File: src/rtl/alu_pkg.sv
// alu_pkg
// Shared definitions for the integer ALU and its issue stage: the 4-bit ALU
// control codes, the RV32I major opcodes handled here, the legal funct7
// patterns, and the funct3 -> control-code map common to OP and OP-IMM.
// The ALU units import this package so control codes stay consistent.
package alu_pkg;

    typedef enum logic [3:0] {
        ALU_ADD     = 4'b0000,
        ALU_SUB     = 4'b0001,
        ALU_AND     = 4'b0010,
        ALU_OR      = 4'b0011,
        ALU_XOR     = 4'b0100,
        ALU_SLL     = 4'b0101,
        ALU_SRL     = 4'b0110,
        ALU_SRA     = 4'b0111,
        ALU_SLT     = 4'b1000,
        ALU_SLTU    = 4'b1001,
        ALU_ILLEGAL = 4'b1111
    } alu_ctrl_t;

    localparam logic [6:0] OPC_OP     = 7'b0110011;
    localparam logic [6:0] OPC_OP_IMM = 7'b0010011;

    localparam logic [6:0] F7_ZERO = 7'b0000000;
    // Selects SUB (funct3 000) and SRA/SRAI (funct3 101)
    localparam logic [6:0] F7_ALT  = 7'b0100000;

    // Base funct3 map; funct7-dependent variants are resolved by the decoder.
    function automatic alu_ctrl_t f3_ctrl(input logic [2:0] funct3);
        case (funct3)
            3'b000:  return ALU_ADD;
            3'b001:  return ALU_SLL;
            3'b010:  return ALU_SLT;
            3'b011:  return ALU_SLTU;
            3'b100:  return ALU_XOR;
            3'b101:  return ALU_SRL;
            3'b110:  return ALU_OR;
            default: return ALU_AND;
        endcase
    endfunction

endpackage

File: src/rtl/alu_issue_stage_if.sv
// alu_issue_stage_if
// Handshake bundle around the issue stage.
//   Input side : in_valid, in_ready, in_instr, in_rs1, in_rs2
//   Output side: out_valid, out_ready, out_alu_ctrl, out_rs1, out_rs2,
//                out_rd, out_illegal
// master: the environment (upstream producer + downstream ALU).
// slave : the issue stage itself.
interface alu_issue_stage_if #(
    parameter int XLEN = 32
);
    logic            in_valid;
    logic            in_ready;
    logic [31:0]     in_instr;
    logic [XLEN-1:0] in_rs1;
    logic [XLEN-1:0] in_rs2;

    logic            out_valid;
    logic            out_ready;
    logic [3:0]      out_alu_ctrl;
    logic [XLEN-1:0] out_rs1;
    logic [XLEN-1:0] out_rs2;
    logic [4:0]      out_rd;
    logic            out_illegal;

    modport master (
        output in_valid, in_instr, in_rs1, in_rs2, out_ready,
        input  in_ready, out_valid, out_alu_ctrl, out_rs1, out_rs2,
               out_rd, out_illegal
    );

    modport slave (
        input  in_valid, in_instr, in_rs1, in_rs2, out_ready,
        output in_ready, out_valid, out_alu_ctrl, out_rs1, out_rs2,
               out_rd, out_illegal
    );
endinterface

File: src/rtl/alu_ctrl_decoder.sv
// alu_ctrl_decoder
// Purely combinational RV32I OP/OP-IMM decoder.
//   instr    : raw instruction word
//   alu_ctrl : ALU control code (ALU_ILLEGAL when not decodable)
//   use_imm  : operand B comes from imm rather than rs2 (legal OP-IMM only)
//   imm      : sign-extended I-immediate, or zero-extended shamt for shifts
//   rd       : destination register index
//   illegal  : instruction is not an ALU op
module alu_ctrl_decoder
    import alu_pkg::*;
#(
    parameter int XLEN = 32
) (
    input  logic [31:0]            instr,
    output alu_ctrl_t              alu_ctrl,
    output logic                   use_imm,
    output logic signed [XLEN-1:0] imm,
    output logic [4:0]             rd,
    output logic                   illegal
);

    logic [6:0] opcode;
    logic [2:0] funct3;
    logic [6:0] funct7;
    logic       unused_rs1_idx;

    assign opcode = instr[6:0];
    assign funct3 = instr[14:12];
    assign funct7 = instr[31:25];
    assign rd     = instr[11:7];
    // rs1 index is resolved by the register file, not here
    assign unused_rs1_idx = ^instr[19:15];

    always_comb begin
        alu_ctrl = ALU_ILLEGAL;
        use_imm  = 1'b0;
        illegal  = 1'b1;
        imm      = {{(XLEN-12){instr[31]}}, instr[31:20]};

        case (opcode)
            OPC_OP: begin
                if (funct7 == F7_ZERO) begin
                    alu_ctrl = f3_ctrl(funct3);
                    illegal  = 1'b0;
                end else if (funct7 == F7_ALT && funct3 == 3'b000) begin
                    alu_ctrl = ALU_SUB;
                    illegal  = 1'b0;
                end else if (funct7 == F7_ALT && funct3 == 3'b101) begin
                    alu_ctrl = ALU_SRA;
                    illegal  = 1'b0;
                end
            end
            OPC_OP_IMM: begin
                if (funct3 == 3'b001 || funct3 == 3'b101) begin
                    // Shift-immediates: upper bits are funct7, not immediate
                    imm = {{(XLEN-5){1'b0}}, instr[24:20]};
                    if (funct7 == F7_ZERO) begin
                        alu_ctrl = f3_ctrl(funct3);
                        use_imm  = 1'b1;
                        illegal  = 1'b0;
                    end else if (funct7 == F7_ALT && funct3 == 3'b101) begin
                        alu_ctrl = ALU_SRA;
                        use_imm  = 1'b1;
                        illegal  = 1'b0;
                    end
                end else begin
                    alu_ctrl = f3_ctrl(funct3);
                    use_imm  = 1'b1;
                    illegal  = 1'b0;
                end
            end
            default: ;
        endcase
    end

endmodule

File: src/rtl/alu_issue_stage.sv
// alu_issue_stage
// Decode-and-issue stage feeding the integer ALU. Decodes an incoming
// OP/OP-IMM instruction, picks operand B (rs2 or immediate) and registers the
// result into an output register (OR) backed by a one-entry skid register
// (SK), so both handshakes sustain one op per cycle.
//   clk, rst_n : clock, asynchronous active-low reset
//   bus        : alu_issue_stage_if slave (in_* handshake, out_* handshake)
module alu_issue_stage
    import alu_pkg::*;
#(
    parameter int XLEN = 32
) (
    input  logic                 clk,
    input  logic                 rst_n,
    alu_issue_stage_if.slave     bus
);

    alu_ctrl_t              ctrl_p0;
    logic                   use_imm_p0;
    logic signed [XLEN-1:0] imm_p0;
    logic [4:0]             rd_p0;
    logic                   illegal_p0;
    logic [XLEN-1:0]        rs2_p0;

    alu_ctrl_decoder #(.XLEN(XLEN)) u_dec (
        .instr    (bus.in_instr),
        .alu_ctrl (ctrl_p0),
        .use_imm  (use_imm_p0),
        .imm      (imm_p0),
        .rd       (rd_p0),
        .illegal  (illegal_p0)
    );

    // Illegal ops keep rs2 unchanged because use_imm is only set when legal
    assign rs2_p0 = use_imm_p0 ? $unsigned(imm_p0) : bus.in_rs2;

    // ---- stage boundary: decode -> output/skid registers ----
    logic            or_vld_p1;
    alu_ctrl_t       or_ctrl_p1;
    logic [XLEN-1:0] or_rs1_p1;
    logic [XLEN-1:0] or_rs2_p1;
    logic [4:0]      or_rd_p1;
    logic            or_ill_p1;

    logic            sk_vld_p1;
    alu_ctrl_t       sk_ctrl_p1;
    logic [XLEN-1:0] sk_rs1_p1;
    logic [XLEN-1:0] sk_rs2_p1;
    logic [4:0]      sk_rd_p1;
    logic            sk_ill_p1;

    logic accept;
    logic drain;
    logic or_load_in;
    logic or_load_sk;
    logic sk_load;

    // in_ready is a pure register output: no path from out_ready
    assign bus.in_ready = !sk_vld_p1;
    assign accept       = bus.in_valid && !sk_vld_p1;
    assign drain        = or_vld_p1 && bus.out_ready;
    assign or_load_in   = accept && (!or_vld_p1 || drain);
    assign sk_load      = accept && or_vld_p1 && !drain;
    // accept is impossible while SK is full, so or_load_sk and or_load_in
    // never coincide
    assign or_load_sk   = drain && sk_vld_p1;

    always_ff @(posedge clk or negedge rst_n) begin
        if (!rst_n) begin
            or_vld_p1  <= 1'b0;
            or_ctrl_p1 <= ALU_ADD;
            or_rs1_p1  <= '0;
            or_rs2_p1  <= '0;
            or_rd_p1   <= '0;
            or_ill_p1  <= 1'b0;
            sk_vld_p1  <= 1'b0;
            sk_ctrl_p1 <= ALU_ADD;
            sk_rs1_p1  <= '0;
            sk_rs2_p1  <= '0;
            sk_rd_p1   <= '0;
            sk_ill_p1  <= 1'b0;
        end else begin
            if (or_load_sk) begin
                or_vld_p1  <= 1'b1;
                or_ctrl_p1 <= sk_ctrl_p1;
                or_rs1_p1  <= sk_rs1_p1;
                or_rs2_p1  <= sk_rs2_p1;
                or_rd_p1   <= sk_rd_p1;
                or_ill_p1  <= sk_ill_p1;
            end else if (or_load_in) begin
                or_vld_p1  <= 1'b1;
                or_ctrl_p1 <= ctrl_p0;
                or_rs1_p1  <= bus.in_rs1;
                or_rs2_p1  <= rs2_p0;
                or_rd_p1   <= rd_p0;
                or_ill_p1  <= illegal_p0;
            end else if (drain) begin
                or_vld_p1  <= 1'b0;
            end

            if (sk_load) begin
                sk_vld_p1  <= 1'b1;
                sk_ctrl_p1 <= ctrl_p0;
                sk_rs1_p1  <= bus.in_rs1;
                sk_rs2_p1  <= rs2_p0;
                sk_rd_p1   <= rd_p0;
                sk_ill_p1  <= illegal_p0;
            end else if (or_load_sk) begin
                sk_vld_p1  <= 1'b0;
            end
        end
    end

    assign bus.out_valid    = or_vld_p1;
    assign bus.out_alu_ctrl = or_ctrl_p1;
    assign bus.out_rs1      = or_rs1_p1;
    assign bus.out_rs2      = or_rs2_p1;
    assign bus.out_rd       = or_rd_p1;
    assign bus.out_illegal  = or_ill_p1;

endmodule

File: src/flat_wrapper.sv
// flat-port wrapper written by rule: the top's interface ports become plain ports
module alu_issue_stage_flat import alu_pkg::*;
#(
    parameter int XLEN = 32
)
  (clk, rst_n, bus_in_valid, bus_in_instr, bus_in_rs1, bus_in_rs2, bus_out_ready, bus_in_ready, bus_out_valid, bus_out_alu_ctrl, bus_out_rs1, bus_out_rs2, bus_out_rd, bus_out_illegal);
  alu_issue_stage_if #(.XLEN(XLEN)) bus_i ();
  input  logic clk;
  input  logic rst_n;
  input wire logic [$bits(bus_i.in_valid)-1:0] bus_in_valid;
  input wire logic [$bits(bus_i.in_instr)-1:0] bus_in_instr;
  input wire logic [$bits(bus_i.in_rs1)-1:0] bus_in_rs1;
  input wire logic [$bits(bus_i.in_rs2)-1:0] bus_in_rs2;
  input wire logic [$bits(bus_i.out_ready)-1:0] bus_out_ready;
  output wire logic [$bits(bus_i.in_ready)-1:0] bus_in_ready;
  output wire logic [$bits(bus_i.out_valid)-1:0] bus_out_valid;
  output wire logic [$bits(bus_i.out_alu_ctrl)-1:0] bus_out_alu_ctrl;
  output wire logic [$bits(bus_i.out_rs1)-1:0] bus_out_rs1;
  output wire logic [$bits(bus_i.out_rs2)-1:0] bus_out_rs2;
  output wire logic [$bits(bus_i.out_rd)-1:0] bus_out_rd;
  output wire logic [$bits(bus_i.out_illegal)-1:0] bus_out_illegal;
  assign bus_i.in_valid = bus_in_valid;
  assign bus_i.in_instr = bus_in_instr;
  assign bus_i.in_rs1 = bus_in_rs1;
  assign bus_i.in_rs2 = bus_in_rs2;
  assign bus_i.out_ready = bus_out_ready;
  assign bus_in_ready = bus_i.in_ready;
  assign bus_out_valid = bus_i.out_valid;
  assign bus_out_alu_ctrl = bus_i.out_alu_ctrl;
  assign bus_out_rs1 = bus_i.out_rs1;
  assign bus_out_rs2 = bus_i.out_rs2;
  assign bus_out_rd = bus_i.out_rd;
  assign bus_out_illegal = bus_i.out_illegal;
  alu_issue_stage #(.XLEN(XLEN)) u_core (.clk(clk), .rst_n(rst_n), .bus(bus_i));
endmodule
File: config.mk
export PLATFORM = sky130hd
export DESIGN_NAME = alu_issue_stage_flat
export DESIGN_NICKNAME = d
export VERILOG_FILES = /design/src/rtl/alu_pkg.sv /design/src/rtl/alu_issue_stage_if.sv /design/src/rtl/alu_ctrl_decoder.sv /design/src/rtl/alu_issue_stage.sv /design/src/flat_wrapper.sv
export SDC_FILE = /design/constraint.sdc
export NUM_CORES = 1
export LEC_CHECK = 0
export CORE_ASPECT_RATIO = 0.75
export CORE_MARGIN = 4
export CORE_UTILIZATION = 28
export CTS_CLUSTER_DIAMETER = 60
export CTS_CLUSTER_SIZE = 28
export DETAILED_ROUTE_END_ITERATION = 7
export PLACE_DENSITY_LB_ADDON = 0.1
export SLEW_MARGIN = 15
export SYNTH_ARGS = -nofsm -noshare
export SYNTH_HDL_FRONTEND = slang
export SYNTH_SLANG_ARGS = --single-unit
File: constraint.sdc
create_clock -name clk -period 1.9 [get_ports clk]
set_input_delay 0.19 -clock clk [delete_from_list [all_inputs] [get_ports clk]]
set_output_delay 0.19 -clock clk [all_outputs]
set_load 0.03 [all_outputs]
Word level (Yosys, flattened, before mapping)
Index checks and enable logic that the tools add are counted.
Widths: inputs -> output; s select.
{"block": "op_classes", "n_eq_ne": 9, "mux": 35, "reduce_logical": 18}
{"op": "$mux 32", "count": 7}
{"op": "$mux 4", "count": 7}
{"op": "$pmux 4 s7", "count": 1}
{"op": "$mux 1", "count": 16}
{"op": "$eq 7x6->1 const B", "count": 2}
{"op": "$mux 5", "count": 2}
{"op": "$eq 3x3->1 const B", "count": 3}
{"op": "$logic_and 1x1->1", "count": 8}
{"op": "$pmux 4 s2", "count": 1}
{"op": "$eq 7x5->1 const B", "count": 1}
{"op": "$logic_not 7->1", "count": 1}
{"op": "$eq 3x2->1 const B", "count": 2}
{"op": "$reduce_bool 2->1", "count": 2}
{"op": "$eq 3x1->1 const B", "count": 1}
{"op": "$logic_not 1->1", "count": 3}
{"op": "$logic_not 3->1", "count": 1}
{"op": "$reduce_bool 3->1", "count": 1}
{"op": "$logic_or 1x1->1", "count": 2}
{"op": "$pmux 1 s2", "count": 1}
{"block": "word_totals", "regBits": 150, "input_bits": 100, "out_inout_bits": 76}

Depth between registers and ports, before layout
{"block": "logic_depth", "ltp_word": 9, "mapped_depth": 7, "depth_no_buf": 5}

Hierarchy
From an unflattened synthesis, not the netlist that was laid out.
{"block": "unflattened", "hier_cells": 551, "hier_area_um2": 7503.4}
{"mod": "alu_issue_stage", "n_inst": 1, "cells_per_inst": 475, "area_each_um2": 6989.2}
{"mod": "alu_ctrl_decoder", "n_inst": 1, "cells_per_inst": 76, "area_each_um2": 514.2}

Worst setup path after synthesis
OpenSTA, ideal clock, no wires.
{"block": "synth_timing", "kind": "register to register", "startpoint": "register u_core.or_vld_p1, in the netlist u_core.bus.out_valid", "endpoint": "register u_core.sk_rs2_p1[12]", "setup_time_ns": 0.137, "arrival_time_ns": 1.735, "required_time_ns": 1.763, "setup_slack_ns": 0.029, "path_stages_with_launch": 7, "path_buffers": 2, "period_less_slack_ns": 1.871, "path_cell_list": "dfrtp_1 -> buf_2 -> nand2_1 -> nor2_1 -> a21boi_1 -> clkbuf_1 -> a21oi_1"}
{"block": "synth_via", "elab_chain_len": 3, "word_cells_on_any_way": 4, "classes_between": "4 x reduce/logical"}
{"element": "from (decl)", "line_no": "alu_issue_stage.sv:38", "source": "logic or_vld_p1;"}
{"element": "from (signal assigned)", "line_no": "alu_issue_stage.sv:70", "source": "or_vld_p1 <= 1'b0;"}
{"element": "from (signal assigned)", "line_no": "alu_issue_stage.sv:84", "source": "or_vld_p1 <= 1'b1;"}
{"element": "from (signal assigned)", "line_no": "alu_issue_stage.sv:91", "source": "or_vld_p1 <= 1'b1;"}
{"element": "$logic_and 1x1->1", "line_no": "alu_issue_stage.sv:61", "source": "assign drain = or_vld_p1 && bus.out_ready;"}
{"element": "$logic_not 1->1", "line_no": "alu_issue_stage.sv:63", "source": "assign sk_load = accept && or_vld_p1 && !drain;"}
{"element": "$logic_and 1x1->1 *", "line_no": "alu_issue_stage.sv:63"}
{"element": "to (signal assigned)", "line_no": "alu_issue_stage.sv:105", "source": "sk_rs2_p1 <= rs2_p0;"}
{"element": "to (decl)", "line_no": "alu_issue_stage.sv:48", "source": "logic [XLEN-1:0] sk_rs2_p1;"}
Every way passes the cells marked *; elsewhere a longest branch is shown, timed or not.
A chain may end at the register's enable or synchronous reset.

Worst setup path in the final report
{"block": "layout_timing", "startpoint": "input port bus_in_instr[26]", "endpoint": "register u_core.or_rs2_p1[2], in the netlist u_core.bus.out_rs2[2]"}
{"block": "layout_via", "elab_chain_len": 9, "word_cells_on_any_way": 10, "classes_between": "1 x eq/ne; 7 x mux; 2 x reduce/logical"}
{"element": "from (decl)", "line_no": "flat_wrapper.sv:11", "source": "input wire logic [$bits(bus_i.in_instr)-1:0] bus_in_instr;"}
{"element": "$eq 7x6->1", "line_no": "alu_ctrl_decoder.sv:61", "source": "end else if (funct7 == F7_ALT && funct3 == 3'b101) begin"}
{"element": "$logic_and 1x1->1", "line_no": "alu_ctrl_decoder.sv:61"}
{"element": "$mux 1", "line_no": "alu_ctrl_decoder.sv:61"}
{"element": "$mux 1 *", "line_no": "alu_ctrl_decoder.sv:57", "source": "if (funct7 == F7_ZERO) begin"}
{"element": "$mux 1 *", "line_no": "alu_ctrl_decoder.sv:54", "source": "if (funct3 == 3'b001 || funct3 == 3'b101) begin"}
{"element": "$mux 1 *", "line_no": "alu_ctrl_decoder.sv:40", "source": "case (opcode)"}
{"element": "$mux 32 *", "line_no": "alu_issue_stage.sv:35", "source": "assign rs2_p0 = use_imm_p0 ? $unsigned(imm_p0) : bus.in_rs2;"}
{"element": "$mux 32 *", "line_no": "alu_issue_stage.sv:90", "source": "end else if (or_load_in) begin"}
{"element": "$mux 32 *", "line_no": "alu_issue_stage.sv:83", "source": "if (or_load_sk) begin"}
{"element": "to (signal assigned)", "line_no": "alu_issue_stage.sv:87", "source": "or_rs2_p1 <= sk_rs2_p1;"}
{"element": "to (signal assigned)", "line_no": "alu_issue_stage.sv:94", "source": "or_rs2_p1 <= rs2_p0;"}
{"element": "to (decl)", "line_no": "alu_issue_stage.sv:41", "source": "logic [XLEN-1:0] or_rs2_p1;"}
Every way passes the cells marked *; elsewhere a longest branch is shown, timed or not. The select of a mux whose other input is x is not followed.

==> qor.yml <==
cp-start-kind: "primary input"
path_class: "in2reg"
postRouteAntennaNets: 0
dieHeight_um: 140
critPathMaxFanout: 28
initial_core_util_pct: 28.5
cp.required_ns: 2.19
grt_max_degree: 59
finalSetupViolCount: 0
ctsHtreeMaxLevel: 4
synthCells: 637
critPathArrivalTime_ns: 2.10
synth.most_common_cell: "dfrtp_1"
synthFlopType: "dfrtp_1"
place_hpwl_um: 14000
finish.utilization_pct: 41.5
port_buffers: 170
antenna_found_initial: 2
fin_crit_sh_pct: 95.2
ir_drop_v: 0.000723
drcViolationCount: 0
placed_area_sq_mm: 0.00889
gr-total-overflow: 0
cp-end-kind: "register"
grt_pass1_wl_um: 32900
gp_congestion: 0.821
nets: 923
relSlewSlack_pct: 29.2
synth.net_count: 737
leakagePower_nw: 4.08
fmax_ghz: 0.553
insertion_delay_ns: 0.42
drtIter0Drc: 355
yosys.area.top_type: "dfrtp_1"
final_cell_area_sq_mm: 0.00955
via_per_inst: 4.95
outcome: "finished, final reports clean"
grt_pass1_vias: 5813
syn_to_final_growth_pct: 45.7
power-per-cell-area_mw_per_mm2: 1680
top_usage_layer: "met2"
groute.layer.met2.usage_pct: 25.0
async_reset_ff_share_pct: 100
core_area_sq_mm: 0.0230
drive_gt1_share_pct: 15.7
final.fill_count: 2182
synth_area_per_cell_sq_um: 10.3
holdCritPathClass: "in2async"
whs_ns: 0.241
fin_crit_ns: 1.81
ys_ff_latch: 150
drtPass1Iterations: 6
netlist_area_sq_mm: 0.00655
pin_count: 176
slew_violations: 0
ys_types: 35
synth_area_leaders: "dfrtp_1 57%, nand2_1 7.0%, mux2_2 6.4%"
synth.yosys.warnings: 0
cts_num_sinks: 150
crit_start: "bus_in_instr[26]"
die_w_um: 185
timing.rr.start: "u_core.sk_vld_p1"
use_met1_pct: 22.0
synth_top_area_share_pct: 57.3
tightest_slew_ns: 1.06
path_clk_slew_ns: 0.07
postCtsSetupBuffers: 0
cts_buffers: 17
rsz0062_at_grt: "false"
grt_use_met3_pct: 3.74
wl_um: 20700
fin_skew_ns: 0.00767
detail_route.wl_per_cell_um: 18.2
cts_buffer_depth: 2
maxCapViolCount: 0
hold_viol: 0
grt_usage_pct: 16.1
num_vias: 5638
synth_common_cells: "150 x dfrtp_1, 123 x nand2_1, 61 x a21oi_1"
dieArea_sq_mm: 0.0259
cts_tree: "yes"
core.rowCount: 48
synth.yosys.seq_area_share_pct: 57.3
synth-edff-count: 0
cts-root-buf: "clkbuf_16"
==> stage by stage <==
| stage | TNS, ns | worst slack (ns) | std cells | total power [W] |
|---|---|---|---|---|
| 2_1_floorplan | 0 | 0.0285 | 637 | 0.00967 |
| 3_3_place_gp | -20.73 | -0.388 | 1102 | 0.0126 |
| 3_5_place_dp | -26.70 | -0.502 | 1102 | 0.0128 |
| 4_1_cts | 0 | 0.0704 | 1136 | 0.0162 |
| 5_1_grt | 0 | 0.0215 | 1138 | 0.0171 |
| 6_report | 0 | 0.0921 | 1138 | 0.0160 |
==> layout make-up <==
cell class	count	area, sq um	area share [%]
antenna	2	5.00	0.0524
clock inverter	14	144	1.51
clock buffer	18	439	4.60
timing repair buffer	213	2180	22.8
inverter	4	15.0	0.157
multi-input combinational	437	2640	27.7
sequential	150	3750	39.3
tap	300	375	3.93
==> cell usage in the layout (no fill, tap or decap), drive strengths merged, types with 5 or more instances in the layout <==
cell,Yosys,layout
o2111ai,21,21
a22oi,59,59
mux2,37,37
a21oi,61,61
mux2i,5,5
dfrtp,150,150
buf,13,44
nand3,25,25
o21ai,21,21
nor2,42,42
inv,4,8
clkinv,0,8
clkdlybuf4s50,0,166
clkbuf,33,18
nor2b,22,22
nand2,123,123
==> power by group <==
| group | total [W] | leakage (nW) | internal, W | switching [W] |
|---|---|---|---|---|
| clock | 0.00333 | 0.285 | 0.00187 | 0.00146 |
| combinational | 0.00704 | 2.03 | 0.00307 | 0.00396 |
| sequential | 0.00568 | 1.77 | 0.00475 | 0.000930 |
| total | 0.0160 | 4.08 | 0.00969 | 0.00635 |
==> critical path, cell delays in order <==
cell,delay (ns)
clkdlybuf4s50_1,0.45
nor4_2,0.29
buf_4,0.18
a31oi_1,0.07
or3_4,0.38
buf_12,0.20
mux2i_2,0.22
o21ai_0,0.11
==> cells by family after synthesis <==
family	share of synthesized area [%]
xor+xnor	0.134
flops	57.3
compound gates	17.2
simple gates	14.9
mux	7.12
buf+inv	3.28
==> final timing paths <==
path | endpoint | slack [ns] | depth (start not counted)
min in group clk | u_core.bus.out_rs2[8] | 0.31 | 4
min reg2reg | u_core.bus.out_rd[4] | 0.47 | 2
max reg2reg | u_core.bus.out_rs2[25] | 0.23 | 3
min | u_core.bus.out_rs2[13] | 0.24 | 2
max in group asynchronous | u_core.sk_rs1_p1[24] | 0.99 | 3
max | u_core.bus.out_rs2[2] | 0.09 | 8
==> sequential cells by signal (all words and copies together), names as in the netlist <==
register	count
u_core.bus.out_valid	1
u_core.bus.out_rd	5
u_core.sk_ill_p1	1
u_core.bus.out_illegal	1
u_core.sk_rs2_p1	32
u_core.sk_vld_p1	1
u_core.sk_rs1_p1	32
u_core.sk_rd_p1	5
u_core.bus.out_alu_ctrl	4
u_core.bus.out_rs1	32
u_core.sk_ctrl_p1	4
u_core.bus.out_rs2	32
==> routing by layer <==
metal	share of wire [%]	vias up
met2	47	173
met5	0	-
met1	45	2796
li1	-	2644
met3	5.5	25
met4	2.4	0
==> timing repair <==
item                       in CTS  in global routing
hold endpoints to repair       38                  0
pin swaps                       0                  1
hold buffers                    1                  0
resized for setup               1                  4
setup endpoints to repair      16                  7
cloned                          1                  0
Note: power is estimated with default switching activity, not from simulation.
